File: src/rtl/attex_bus_ctrl.sv
// attex_bus_ctrl: SCC68070 bus-cycle sequencer for CD-i MONO1 (target decode, wait states, ack/err, slave irq)
module attex_bus_ctrl #(
    parameter int FIXED_WAIT = 2,
    parameter int TIMEOUT    = 255,
    parameter int IRQ_DELAY  = 20
) (
    input  logic        clk,
    input  logic        reset,
    input  logic        as,
    input  logic        uds,
    input  logic        lds,
    input  logic        write_strobe,
    input  logic [23:1] addr,
    input  logic        mcd212_ack,
    input  logic        dtackslaven,
    output logic        cs_mcd212,
    output logic        cs_cdic,
    output logic        cs_slave,
    output logic        cs_nvram,
    output logic        bus_ack,
    output logic        bus_err,
    output logic        slave_irq
);
    typedef enum logic [2:0] {IDLE, DECODE, WAIT_FIX, WAIT_SLV, WAIT_ACK, ACK, ERR, DONE} state_t;
    typedef enum logic [2:0] {T_NONE, T_ERR, T_CDIC, T_SLV, T_NVR, T_MCD} tgt_t;

    state_t      state_q;
    tgt_t        tgt_q, tgt_d;
    logic [3:0]  cs_q, cs_sel;
    logic [3:0]  wait_q;
    logic [7:0]  tmo_q, irq_cnt_q;
    logic        ack_q, err_q, dtack_q, cs_slave_prev_q, hit;
    logic [23:0] a;
    logic        unused_write;

    assign a            = {addr, 1'b0};
    assign unused_write = write_strobe;
    assign cs_sel       = {tgt_q == T_MCD, tgt_q == T_CDIC, tgt_q == T_SLV, tgt_q == T_NVR};
    assign hit          = (state_q == WAIT_SLV) ? (dtackslaven && !dtack_q) : (mcd212_ack && cs_q[3]);
    assign {cs_mcd212, cs_cdic, cs_slave, cs_nvram} = cs_q;
    assign bus_ack      = ack_q;
    assign bus_err      = err_q;
    assign slave_irq    = irq_cnt_q == 8'd1;

    // Byte-address decode, first matching region wins
    always_comb begin
        tgt_d = ((a >= 24'h600000 && a < 24'hD00000) || a >= 24'hF00000) ? T_ERR :
                (a[23:16] == 8'h30) ? T_CDIC :
                (a[23:16] == 8'h31) ? T_SLV :
                (a[23:16] == 8'h32) ? T_NVR :
                ((a <= 24'h27FFFF || a >= 24'h400000) && !addr[23]) ? T_MCD : T_NONE;
    end

    // Bus-cycle sequencer; selects and responses are registered here
    always_ff @(posedge clk or negedge reset) begin
        if (!reset) begin
            state_q <= IDLE;
            tgt_q   <= T_NONE;
            wait_q  <= '0;
            tmo_q   <= '0;
            cs_q    <= '0;
            ack_q   <= 1'b0;
            err_q   <= 1'b0;
        end else begin
            ack_q <= 1'b0;
            err_q <= 1'b0;
            case (state_q)
                IDLE: if (as && (uds || lds)) begin
                    state_q <= DECODE;
                    tgt_q   <= tgt_d;
                    tmo_q   <= '0;
                end
                DECODE: if (!as) begin
                    state_q <= IDLE;
                end else begin
                    cs_q <= cs_sel;
                    case (tgt_q)
                        T_ERR: begin
                            state_q <= ERR;
                            err_q   <= 1'b1;
                        end
                        T_CDIC, T_NVR: if (FIXED_WAIT == 0) begin
                            state_q <= ACK;
                            ack_q   <= 1'b1;
                        end else begin
                            state_q <= WAIT_FIX;
                            wait_q  <= 4'(FIXED_WAIT - 1);
                        end
                        T_SLV:   state_q <= WAIT_SLV;
                        default: state_q <= WAIT_ACK;
                    endcase
                end
                WAIT_FIX: if (!as) begin
                    state_q <= IDLE;
                    cs_q    <= '0;
                end else if (wait_q == 4'd0) begin
                    state_q <= ACK;
                    ack_q   <= 1'b1;
                end else begin
                    wait_q <= wait_q - 4'd1;
                end
                WAIT_SLV, WAIT_ACK: if (!as) begin
                    state_q <= IDLE;
                    cs_q    <= '0;
                end else if (hit) begin
                    state_q <= ACK;
                    ack_q   <= 1'b1;
                end else if (tmo_q == 8'(TIMEOUT - 1)) begin
                    state_q <= ERR;
                    err_q   <= 1'b1;
                end else begin
                    tmo_q <= tmo_q + 8'd1;
                end
                ACK, ERR: state_q <= DONE;
                DONE: if (!as) begin
                    state_q <= IDLE;
                    cs_q    <= '0;
                end
                default: state_q <= IDLE;
            endcase
        end
    end

    // DTACK edge history and slave interrupt delay (reload on cs_slave rise, count down to 0)
    always_ff @(posedge clk or negedge reset) begin
        if (!reset) begin
            dtack_q         <= 1'b1;
            cs_slave_prev_q <= 1'b0;
            irq_cnt_q       <= '0;
        end else begin
            dtack_q         <= dtackslaven;
            cs_slave_prev_q <= cs_q[1];
            irq_cnt_q       <= (cs_q[1] && !cs_slave_prev_q) ? 8'(IRQ_DELAY) :
                               (irq_cnt_q == 8'd0) ? 8'd0 : irq_cnt_q - 8'd1;
        end
    end
endmodule

File: config.mk
export PLATFORM = sky130hd
export DESIGN_NAME = attex_bus_ctrl
export DESIGN_NICKNAME = d
export VERILOG_FILES = /design/src/rtl/attex_bus_ctrl.sv
export SDC_FILE = /design/constraint.sdc
export NUM_CORES = 1
export LEC_CHECK = 0
export ABC_AREA = 1
export ABC_CLOCK_PERIOD_IN_PS = 1300
export CORE_ASPECT_RATIO = 0.9
export CORE_MARGIN = 2
export CORE_UTILIZATION = 47
export DETAILED_ROUTE_END_ITERATION = 10
export GPL_TIMING_DRIVEN = 0
export HOLD_SLACK_MARGIN = 0.1
export PLACE_DENSITY = 0.76
export SETUP_SLACK_MARGIN = 0.3
export SYNTH_ARGS = -nofsm -noshare
export SYNTH_HDL_FRONTEND = slang
export SYNTH_SLANG_ARGS = --single-unit
File: constraint.sdc
create_clock -name clk -period 1.3 [get_ports clk]
set_input_delay 0.26 -clock clk [delete_from_list [all_inputs] [get_ports clk]]
set_output_delay 0.26 -clock clk [all_outputs]
set_load 0.01 [all_outputs]
# ---- After elaboration in Yosys (flattened, before gate mapping)
# Index checks and enable logic that the tools add are counted.
dict set report totals {
  wordCells 116
  input_bits 31
  output_inout_bits 7
  regBits 34
}
dict set report op_classes {
  muxes 42
  magnitude_cmp 5
  n_reduce_logical 27
  n_eq_ne 29
  addsub 3
}
# cell n
set ops {}
lappend ops {{$ge 24x23->1 const B} 2}
lappend ops {{$mux 8} 6}
lappend ops {{$mux 3} 13}
lappend ops {{$eq 8x6->1 const B} 3}
lappend ops {{$ge 24x24->1 const B} 1}
lappend ops {{$le 24x22->1 const B} 1}
lappend ops {{$lt 24x24->1 const B} 1}
lappend ops {{$mux 4} 6}
lappend ops {{$ne 2x2->1 const B} 10}
lappend ops {{$eq 3x3->1 const B} 6}
lappend ops {{$pmux 3 s6} 1}
lappend ops {{$pmux 4 s2} 2}
lappend ops {{$pmux 8 s2} 1}
lappend ops {{$eq 3x2->1 const B} 4}
lappend ops {{$mux 1} 10}
lappend ops {{$reduce_and 5->1} 2}
lappend ops {{$pmux 3 s3} 1}
lappend ops {{$add 8x1->8 const B} 1}
lappend ops {{$eq 8x1->1 const B} 1}
lappend ops {{$eq 8x8->1 const B} 1}
lappend ops {{$logic_not 8->1} 1}
lappend ops {{$sub 8x1->8 const B} 1}
lappend ops {{$eq 3x1->1 const B} 2}
lappend ops {{$logic_and 1x1->1} 6}
lappend ops {{14 further kinds} 23}

# ---- Depth between registers and ports, before layout
dict set report depth {
  word_depth 8
  depth_mapped 11
}

# ---- Least setup slack after synthesis
# Ideal clock, no wire load.
dict set report synth_path {
  path_kind {reg2reg}
  start {register state_q[2]}
  end {register tmo_q[0]}
  path_slack_ns -0.035
  n_path_buf 1
  stages_incl_launch_ff 10
  arrival_time_ns 1.218
  path_cell_list {dfrtp_1 -> buf_6 -> inv_2 -> nand3_1 -> nand2_1 -> nand2_1 -> o21bai_1 -> nand3_2 -> nand2_1 -> nand2_1}
}
dict set report synth_between {
  elab_chain_cells 4
  word_cells_on_any_way 12
}
# item line_no
set synth_rtl {}
lappend synth_rtl {{start, declared} 27} ;# state_t state_q;
lappend synth_rtl {{start signal, assigned} 57} ;# state_q <= IDLE;
lappend synth_rtl {{start signal, assigned} 69} ;# state_q <= DECODE;
lappend synth_rtl {{start signal, assigned} 74} ;# state_q <= IDLE;
lappend synth_rtl {{$eq 3x2->1 / $eq 3x3->1 (equally long branches)} {39, 67}}
lappend synth_rtl {{$reduce_or 2->1 / $mux 1 (equally long branches)} {67, 39}}
lappend synth_rtl {{$ne 2x2->1 (no line) / $reduce_bool 2->1 (equally long branches)} n/a}
lappend synth_rtl {{$reduce_and 5->1 (no line)} n/a}
lappend synth_rtl {{end signal, assigned} 112} ;# tmo_q <= tmo_q + 8'd1;
lappend synth_rtl {{end, declared} 31} ;# logic [7:0] tmo_q, irq_cnt_q;
# Several ways; a longest one is shown, not always the timed one.
# A chain may end at the register's enable or synchronous reset.

# ---- Worst setup path in the final report
# Ends and elaborated chain as after synthesis.

==> results.toml <==
[status]
status = "finished, violations left"
violations = "setup timing"

[routing]
route.detailed.drc = 0
vias_per_cell = 5.07
via_count = 2023
routedWlPerCell_um = 12.3
drt_iter0_markers = 118
ant_nets = 0
finalWirelength_um = 4900
drt_pre_antenna_iters = 4

[floorplanning]
pin_count = 38
core-area_um2 = 4160
die_area_um2 = 4980
start_util_pct = 50.1
die_h_um = 67.1
rows = 22
fp.dieW_um = 74.1

[grt]
grt_antenna_before_repair = 0
grt_pass1_wl_um = 8600
grt_pass1_vias = 2022
grt_overflow = 0
grtUsageTotal_pct = 22.6
grt_max_degree = 35

[cts]
tritoncts = "done"
insertion_delay_ns = 0.29
clock_sinks = 34
clockBufferDepth = 2
clk_pin_slew_ns = 0.07
cts_root_buf = "clkbuf_8"
htreeDepth = 2
numCtsBuffers = 5

[timing]
whs_ns = 0.0207
setup_ws_ns = -0.231
slew_headroom_pct = 51.3
fin_crit_sh_pct = 118
rsz0062_at_grt = "yes"
finalMaxSlewViolations = 0
worst_pin_slew_ns = 0.730
finalCriticalPeriod_ns = 1.53
fin_setup_tns_ns = -2.70
fin_skew_ns = 0.00754
hold_viol_final = 0
setup_viol = 21
fmax_mhz = 653

[power]
clkPwrFrac_pct = 14.3
p_leak_uw = 0.00139
power.internal_uw = 3110
p_per_area_nw_per_um2 = 1970
irDropWorstVdd_uv = 1110
sw_frac_of_total_pct = 45.4
power_frac_seq_pct = 29.2
pwr-share-comb_pct = 56.5
switchingPower_uw = 2580

[synthesis]
yosys.area.top_type = "dfrtp_1"
synthesis.area_um2 = 2080
synth-edff-count = 0
ys_seq_area_share_pct = 41.0
synth_area_leaders = "dfrtp_1 (40%), nand2_1 (14%), nand3_1 (7.9%)"
synth_top_flop_cell = "dfrtp_1"
synth_compound_area_share_pct = 7.28
async_reset_ff_share_pct = 100
synthMuxAreaShare_pct = 0
synth_fp_nets = 325
synth_top_family_by_area = "simple AND/OR/NAND/NOR gates"
synth.distinct_cells = 30
avgSynthCellArea_um2 = 7.25
synth_top_area_share_pct = 39.7
synth_xor_area_share_pct = 3.79
postSynthCellCount = 287
synthAdderAreaFrac_pct = 4.21
synth-simple-area-share_pct = 36.7
ys_ff_latch = 34
yosys_warnings = 0

[cells_and_area]
design_area_um2 = 2890
mostFrequentLayoutCell = "nand2_1"
drive_above_1_share_pct = 33.6
final_cell_mix = "nand2_1 (63), nor2_1 (30), dfrtp_1 (30), inv_1 (24), nand3_1 (23)"
diodes = 0
layout.cells.non_filler = 399
area_growth_pct = 38.7
layout.nets = 376

[worst_setup_path]
crit_chain = "buf_6, inv_6, nand2_2, nor2_4, nor2_1, nor2_1, nand3_2, nand2_1, nand2_1"
cp_top_family = "simple AND/OR/NAND/NOR gates"
cp.depth = 9
crit_arrival_ns = 1.71
endpoint_kind = "flip-flop"
required_ns = 1.48
path_class = "reg2reg"
reg2reg_depth = 9
path_buf_inv = 2
cp_max_fo = 8
cp_slowest_cell = "dfrtp_1"
critical-path-max-stage-delay_ns = 0.38
critPathLaunchType = "flip-flop"

[placed_design]
pre_cts_ws_ns = -0.354
place_congestion = 0.852
port_buffers = 20
hpwl_um = 3060
postPlaceCellArea_um2 = 2420
dpl.cell_count = 367

[min_path]
hold_path_class = "in2async"

[flow_run]
maxCapViolations = 0
[routing by layer]
layer	share of wire (%)	routed length (um)	global-route usage, %
met4	1.7	83	7.73
met1	44	2170	27.8
met2	49	2400	39.4
met5	0	0	0
met3	5.0	247	4.39
[per-stage QoR]
step	util (%)	power (uW)
2_1_floorplan	-	3340
3_3_place_gp	58.3	3840
3_5_place_dp	58.2	3890
4_1_cts	66.5	5340
5_1_grt	69.4	6160
6_report	69.4	5690
[cells in the mapped netlist (2+ instances only)]
cell	n
nand3_1	33
nand4_1	5
nand2_2	3
xor2_1	4
xnor2_1	5
o21bai_1	2
nor2_2	2
nor3_1	4
o21ai_0	12
nand2_1	77
inv_1	34
dfrtp_1	33
ha_1	7
a21oi_1	6
nor2_1	43
or2_2	2
nand3_2	2
[what timing repair did]
item | in CTS | in global routing
setup buffers | 18 | 6
endpoints found under the hold margin | 33 | 28
endpoints found under the setup margin | 39 | 39
pin swaps | 15 | 26
gates resized for setup | 70 | 22
[sequential cells by signal, indices dropped and copies added (netlist names)]
register / cells
tmo_q: 8
bus_err: 1
cs_q: 4
state_q: 3
bus_ack: 1
dtack_q: 1
irq_cnt_q: 8
wait_q: 4
cs_slave_prev_q: 1
tgt_q: 3
[final timing paths]
check                                       start  slack (ns)                   endpoint
max                        state_q[2]$_DFFE_PN0P_       -0.23       tmo_q[0]$_DFFE_PN0P_
min                                         reset        0.02     irq_cnt_q[4]$_DFF_PN0_
max reg2reg                state_q[2]$_DFFE_PN0P_       -0.23       tmo_q[0]$_DFFE_PN0P_
min reg2reg                   cs_q[1]$_DFFE_PN0P_        0.50  cs_slave_prev_q$_DFF_PN0_
max in group asynchronous                   reset        0.76     state_q[1]$_DFFE_PN0P_
min in group clk                               as        0.39          bus_ack$_DFF_PN0_
[power groups by stage]
stage               Combinational (uW)  Sequential, uW  Clock, uW
floorplan                         1690            1650          0
global placement                  2160            1680          0
detailed placement                2200            1680          0
CTS                               2870            1640        826
global route                      3580            1690        884
finish                            3220            1660        812
[logic make-up (layout without fill, tap and decap cells)]
group,Yosys count,count (layout)
flops,34,34
simple gates,175,175
xor+xnor,9,9
buf+inv,37,89
fa+ha+maj,7,7
compound gates,25,25
[cell type report]
type,count,area [um^2]
clock inverters,2,12.5
repair buffers,44,375
flip-flops and latches,34,856
plain buffers,2,16.3
fillers,304,1270
clock buffers,6,82.6
well taps,60,75.1
multi-input cells,216,1330
inverters,35,141
Power figures use the tool's default switching activity.
